<file path="src/rtl/p_hardisc.sv">
// Shared executor package: function encodings and clmu state type.
// Holds the carry-less multiply result selection helpers.
package p_hardisc;

    typedef logic [3:0] f_part;

    localparam f_part BEU_CLMUL  = 4'd10;
    localparam f_part BEU_CLMULH = 4'd11;
    localparam f_part BEU_CLMULR = 4'd12;

    typedef enum logic [1:0] {
        IDLE,
        BUSY,
        DONE
    } clmu_state_t;

    function automatic logic clmu_supported(f_part f);
        return (f == BEU_CLMUL) | (f == BEU_CLMULH) | (f == BEU_CLMULR);
    endfunction

    function automatic logic [31:0] clmu_sel(f_part f, logic [63:0] p);
        logic [31:0] r;
        r = '0;
        unique case (1'b1)
            (f == BEU_CLMUL):  r = p[31:0];
            (f == BEU_CLMULH): r = p[63:32];
            (f == BEU_CLMULR): r = p[62:31];
            default:           r = '0;
        endcase
        return r;
    endfunction

endpackage

</file>
<file path="src/rtl/clmu_step.sv">
// One carry-less partial-product step: xor mcand into acc when bit_en.
// Ports: acc, mcand (64b), bit_en (1b) in; nxt (64b) out.
module clmu_step (
    input  logic [63:0] acc,
    input  logic [63:0] mcand,
    input  logic        bit_en,
    output logic [63:0] nxt
);

    assign nxt = bit_en ? (acc ^ mcand) : acc;

endmodule

</file>
<file path="src/rtl/clmu.sv">
// Multi-cycle carry-less multiplier for CLMUL/CLMULH/CLMULR.
// Ports: clk, async active-low reset, start/function/op1/op2, flush,
// ack in; ready, valid, registered 32b result out.
// Macro CLMU_RADIX4_EN: retire two multiplier bits per BUSY cycle.
module clmu
    import p_hardisc::*;
(
    input  logic        s_clk_i,
    input  logic        s_resetn_i,
    input  logic        s_start_i,
    input  f_part       s_function_i,
    input  logic [31:0] s_op1_i,
    input  logic [31:0] s_op2_i,
    input  logic        s_flush_i,
    input  logic        s_ack_i,
    output logic        s_ready_o,
    output logic        s_valid_o,
    output logic [31:0] s_result_o
);

    clmu_state_t state, state_nxt;
    logic [63:0] mcand, mcand_nxt, mcand_sh;
    logic [63:0] acc, acc_nxt, acc_step;
    logic [31:0] mult, mult_nxt, mult_sh;
    logic [31:0] result, result_nxt;
    f_part       func, func_nxt;
    logic        load;

`ifdef CLMU_RADIX4_EN
    logic [63:0] acc_mid;

    clmu_step u_step0 (
        .acc    (acc),
        .mcand  (mcand),
        .bit_en (mult[0]),
        .nxt    (acc_mid)
    );

    clmu_step u_step1 (
        .acc    (acc_mid),
        .mcand  ({mcand[62:0], 1'b0}),
        .bit_en (mult[1]),
        .nxt    (acc_step)
    );

    assign mcand_sh = {mcand[61:0], 2'b0};
    assign mult_sh  = {2'b0, mult[31:2]};
`else
    clmu_step u_step0 (
        .acc    (acc),
        .mcand  (mcand),
        .bit_en (mult[0]),
        .nxt    (acc_step)
    );

    assign mcand_sh = {mcand[62:0], 1'b0};
    assign mult_sh  = {1'b0, mult[31:1]};
`endif

    // DONE accepts a new request only in the ack cycle (back-to-back).
    assign s_ready_o  = (state == IDLE) | ((state == DONE) & s_ack_i);
    assign s_valid_o  = (state == DONE);
    assign s_result_o = result;
    assign load       = s_ready_o & s_start_i & ~s_flush_i;

    always_comb begin
        state_nxt  = state;
        mcand_nxt  = mcand;
        mult_nxt   = mult;
        acc_nxt    = acc;
        func_nxt   = func;
        result_nxt = result;
        if (s_flush_i) begin
            state_nxt = IDLE;
        end else if (load) begin
            mcand_nxt = {32'b0, s_op1_i};
            mult_nxt  = s_op2_i;
            acc_nxt   = '0;
            func_nxt  = s_function_i;
            // Nothing to accumulate: the answer is known to be zero.
            if ((s_op2_i == '0) | ~clmu_supported(s_function_i)) begin
                state_nxt  = DONE;
                result_nxt = '0;
            end else begin
                state_nxt = BUSY;
            end
        end else begin
            unique case (state)
                BUSY: begin
                    acc_nxt   = acc_step;
                    mcand_nxt = mcand_sh;
                    mult_nxt  = mult_sh;
                    if (mult_sh == '0) begin
                        state_nxt  = DONE;
                        result_nxt = clmu_sel(func, acc_step);
                    end
                end
                DONE: begin
                    if (s_ack_i)
                        state_nxt = IDLE;
                end
                default: ;
            endcase
        end
    end

    always_ff @(posedge s_clk_i or negedge s_resetn_i) begin
        if (!s_resetn_i) begin
            state  <= IDLE;
            mcand  <= '0;
            mult   <= '0;
            acc    <= '0;
            func   <= '0;
            result <= '0;
        end else begin
            state  <= state_nxt;
            mcand  <= mcand_nxt;
            mult   <= mult_nxt;
            acc    <= acc_nxt;
            func   <= func_nxt;
            result <= result_nxt;
        end
    end

endmodule

</file>
<file path="config.mk">
export PLATFORM = sky130hd
export DESIGN_NAME = clmu
export DESIGN_NICKNAME = d
export VERILOG_FILES = /design/src/rtl/p_hardisc.sv /design/src/rtl/clmu_step.sv /design/src/rtl/clmu.sv
export SDC_FILE = /design/constraint.sdc
export NUM_CORES = 1
export LEC_CHECK = 0
export CORE_UTILIZATION = 60
export CTS_CLUSTER_SIZE = 20
export DETAILED_ROUTE_END_ITERATION = 7
export PLACE_DENSITY = 0.84
export SLEW_MARGIN = 0
export SYNTH_ARGS = -nofsm -noshare
export SYNTH_HDL_FRONTEND = slang
export SYNTH_HIERARCHICAL = 1
export SYNTH_SLANG_ARGS = --single-unit
</file>
<file path="constraint.sdc">
create_clock -name s_clk_i -period 3.05 [get_ports s_clk_i]
set_input_delay 0.915 -clock s_clk_i [delete_from_list [all_inputs] [get_ports s_clk_i]]
set_output_delay 0.915 -clock s_clk_i [all_outputs]
set_load 0.005 [all_outputs]
</file>
* Yosys cells after proc, flatten, opt, wreduce, memory -nomap -nowiden
Index checks and enable logic that the tools add are counted.
** Storage, ports and cells
- Register bits after elaboration :: 198
- Input port bits :: 73
- Output and inout port bits :: 34
** Cells by class
- Equal/unequal tests :: 11
- Multiplexer cells :: 18
- Bitwise gates (word level) :: 10
- Reductions and logical operators :: 10
** Operators with widths (number)
- 64-bit 2-to-1 mux :: 5
- 32-bit 2-to-1 mux :: 6
- 32-bit one-hot mux with 3 select lines :: 1
- 32-bit zero test :: 2
- 64-bit bitwise XOR :: 1
- 4-bit == test, second input constant :: 6
- 2-bit 2-to-1 mux :: 5
- 4-bit by 3-bit != test with 1-bit output, second input constant :: 1
- 4-bit != test, second input constant :: 1
- 1-bit OR :: 4
- 2-bit one-hot mux with 2 select lines :: 1
- 2-bit AND reduction :: 2
- 4-bit AND reduction :: 1
- 2-bit nonzero test :: 2
- 4-bit nonzero test :: 1
- 1-bit bitwise AND :: 3
- 3-bit AND reduction :: 1
- 2-bit by 1-bit == test with 1-bit output, second input constant :: 1
- 2-bit == test, second input constant :: 1
- 2-bit zero test :: 1
- 2-bit by 1-bit != test with 1-bit output, second input constant :: 1
- 1-bit inverter :: 2

* Depth between registers and ports, before layout
- Word-level depth :: 8
- Gate-level depth with buffers :: 7

* Hierarchy
The synthesis kept the hierarchy.
** Modules (own cells, without submodules)
- clmu :: instances 1, cells each 980, area each 8938.6 um2, sequential area each 4954.8 um2
- clmu_step :: instances 1, cells each 135, area each 879.6 um2, sequential area each 0.0 um2

* Least setup slack after synthesis
OpenSTA, ideal clock, no wires.
- Kind :: input to register
- Start point :: in s_op2_i[27]
- End point :: reg result[10], in the netlist s_result_o[10]
- Arrival :: 2016 ps
- Required time :: 2912 ps
- Setup slack :: 896 ps
- Stages on the path :: 5
- Path buffers :: 1
- Path through :: nor4_1 -> nand4_1 -> o2111ai_1 -> buf_2 -> o221ai_1
** Between the ends
- Longest elaborated chain between the ends :: 4
** Ends and longest elaborated chain
- start: declaration :: RTL line clmu.sv:13 : input logic [31:0] s_op2_i,
- 32-bit zero test :: RTL line clmu.sv:81 : if ((s_op2_i == '0) | ~clmu_supported(s_function_i)) begin
- 1-bit OR :: RTL line clmu.sv:81
- 2-bit by 1-bit != test with 1-bit output (no source line)
- 4-bit AND reduction (no source line)
- end signal: assignment :: RTL line clmu.sv:121 : result <= result_nxt;
- end: declaration :: RTL line clmu.sv:25 : logic [31:0] result, result_nxt;
No other way between the ends.
A chain may end at the register's enable or synchronous reset.

* Worst setup path in the final report
- Start point :: reg state[1]
- End point :: out s_valid_o
** Between the ends
- Longest elaborated chain between the ends :: 1
** Ends and longest elaborated chain
- start: declaration :: RTL line clmu.sv:21 : clmu_state_t state, state_nxt;
- start signal: assignment :: RTL line clmu.sv:116 : state <= state_nxt;
- 2-bit == test :: RTL line clmu.sv:62 : assign s_valid_o = (state == DONE);
- end: declaration :: RTL line clmu.sv:17 : output logic s_valid_o,
No other way between the ends.

==> key figures <==
Outcome
  – Status: finished, violations left
  – Violated checks: design-rule violations

STA
  – Layout Skew: 0.00830 ns
  – RSZ-0062 raised after global routing: false
  – Hold_ws: 0.476 ns
  – Post-route setup slack: 0.342 ns
  – Final Hold Fails: 0
  – Max Clock Freq: 0.369 GHz
  – Least-Margin Pin Slew: 0.737 ns
  – Worst slew margin: 50.9%
  – Final setup TNS: 0 ns
  – Setup-failing EPs final: 0
  – Tcrit/Tclk final: 88.8%
  – Final Critical Period: around 2.7 ns
  – Slew Limit Fails: 0

Drt
  – Via-to-Cell Ratio: 6.13
  – Overall routed net length: 24400 um
  – First-pass DRT Iterations: 8
  – Post-route ant nets: 0
  – Vias: 8634
  – DR WL/cell: around 17 um
  – DR iter-0 viols: 1026
  – DRC viols: 6

Synthesis
  – Synth Instances: around 1100
  – Synth Cell Area: 9820 um2
  – Yosys warns: 6
  – Sequential cell area fraction in the yosys report: 50.5%
  – Post-synth top area cell: dfrtp_1
  – Yosys cell types: 37
  – Synth Net Count: 1188
  – Top cells by area, synth: dfrtp_1 (50%), nand2_1 (16%), xnor2_1 (5.7%), a22oi_1 (4.6%), nand3_1 (3.9%)
  – Top cell type's share of synthesized area: 50.5%
  – Seq cells post-synth: slightly below 200
  – Average cell area after synthesis: 8.81 um2

Place
  – Buffers on Ports: ~110
  – Dpl ws: approximately 0.014 ns
  – Post-DP HPWL: between 15000 and 20000 um
  – RD Place Congestion: 0.806

Pwr
  – Leak Pwr: between 5 and 6 nW
  – Final Power: 6.15 mW
  – Maximum vdd drop: 427 uV
  – PD cells: 522 nW/um2

Global route
  – Routing usage on met1: around 44%
  – Largest net degree at the start of global routing: 84
  – Busiest grt layer: met2
  – M3 GR Usage: under 10%
  – Vias in the first global route: 7996
  – Initial antenna violation count: 0
  – Met2 Resource Use GR: 47.5%
  – Total GRT Usage: 30.6%
  – First-pass GRT wire length: approximately 40000 um
  – GRT overflow: 0

Clock tree
  – H-tree level count: 4
  – Worst-case clock buffer depth: 2
  – Clk_lat worst skew: around 0.43 ns
  – CTS buffer count: 17
  – Worst-path clk slew: ~0.07 ns
  – Post-CTS Setup Inserts: 0
  – Root Buffer: clkbuf_16
  – CTS tree: built
  – Clock sinks: 198

Finish
  – Fill cells: 1174
  – Fraction of layout cells with a size suffix above 1: roughly 6.8%
  – Multi-input gate area: ~4400 um2
  – Post-layout util: 73.9%
  – Commonest non-fill, non-tap cell in the layout: nand2_1
  – Synth-to-layout area growth: 20.1%
  – Diodes inserted: 0
  – # nets final: 1253
  – Most frequent cells in the layout: nand2_1 (429), dfrtp_1 (197), clkdlybuf4s50_1 (104)
  – Register area: approximately 5000 um2

Worst setup path
  – CP arrival: 1.79 ns
  – Crit path from: state[1]
  – Critical path startpoint category: flip-flop
  – Worst R2R End: s_result_o[4]
  – Worst flop-to-flop path startpoint: func[1]
  – Cells on worst reg2reg path: 5
  – Crit path max fanout: 7
  – Worst setup path category: flip-flop to output pin
  – Critical Path End: s_valid_o
  – Crit. End Element: output pin
  – R2R setup slack: between 0.7 and 0.8 ns
  – WP data required: 2.13 ns

Floorplanning
  – I/O pins: 107
  – Initial Util: 61.6%
  – Die height: 130 um
  – Die Wd: 130 um
  – Die area: 16900 um2
  – Cell Rows: 46
  – Core area: 15900 um2

Flow run
  – Total of max-cap violations: 0

Min path
  – Worst min path class: primary input to asynchronous set/reset pin
==> report_power, final <==
part	switching (mW)	total (mW)	internal (mW)
Combinational	0.459	0.785	0.326
Sequential	0.212	3.03	2.81
Clock	0.989	2.34	1.35
==> area by class of cell <==
class / instances / area share (%)
timing repair buffer: 135 / 12.2
sequential: 198 / 42.0
tap: 216 / 2.29
clock buffer: 20 / 3.96
inverter: 33 / 1.05
multi-input combinational: 795 / 37.2
clock inverter: 11 / 1.27
==> registers in the layout (all words and copies together) (netlist names) <==
name        count
mult           32
func            4
mcand          64
s_result_o     32
acc            64
state           2
==> worst min path at each step <==
stage / endpoint
floorplan: mcand[63]
global placement: mcand[40]
detailed placement: mcand[63]
CTS: acc[12]
global route: mcand[8]
finish: mcand[8]
==> cells in the mapped netlist (all sizes together) <==
master / number
a31oi: 3
nand4: 4
a22o: 1
mux2: 2
o221ai: 32
and3: 1
xnor2: 64
nor2b: 2
o311ai: 1
dfrtp: 198
nand3: 77
nand2: 430
a21oi: 23
a22oi: 60
nor2: 4
o211ai: 1
buf: 23
a222oi: 32
nor3b: 1
nor3: 2
and3b: 1
or4: 32
nor4: 15
nand2b: 1
clkbuf: 66
and2: 1
and4b: 1
o31ai: 1
o2111ai: 1
inv: 33
and4bb: 2
==> logic make-up (layout without fill, tap and decap cells) <==
| kind of cell | count (synthesis) | in the layout | share of synthesized area [%] |
|---|---|---|---|
| multiplexers | 2 | 2 | 0.229 |
| flip-flops | 198 | 198 | 50.5 |
| buffers and inverters | 122 | 199 | 5.31 |
| XOR/XNOR | 64 | 64 | 5.71 |
| AO/OA/AOI/OAI | 155 | 155 | 12.5 |
| AND/OR/NAND/NOR | 574 | 574 | 25.8 |
==> timing repair <==
action / 4_1_cts / 5_1_grt
gates resized for setup: 0 / 1
endpoints found under the setup margin: 0 / 1
hold buffers: 0 / 0
==> critical path: stages (launching register included) <==
cell and delay, ns:
dfrtp_1 0.51, nor2b_1 0.29, clkdlybuf4s50_1 0.56
==> per-stage QoR <==
| step | area, um2 | std cells |
|---|---|---|
| 2_1_floorplan | 9820 | 1115 |
| 3_3_place_gp | 11200 | 1377 |
| 3_5_place_dp | 11200 | 1377 |
| 4_1_cts | 11800 | 1408 |
| 5_1_grt | 11800 | 1408 |
| 6_report | 11800 | 1408 |
==> per-layer routing <==
layer / wire length [um] / share of wire, % / vias up
met4: 338 / 1.4 / 0
met1: 10500 / 43 / 4226
li1: - / - / 3992
met2: 11600 / 47 / 390
met3: 1990 / 8.2 / 26
met5: 0 / 0 / -
(Power assumes the default switching activity.)
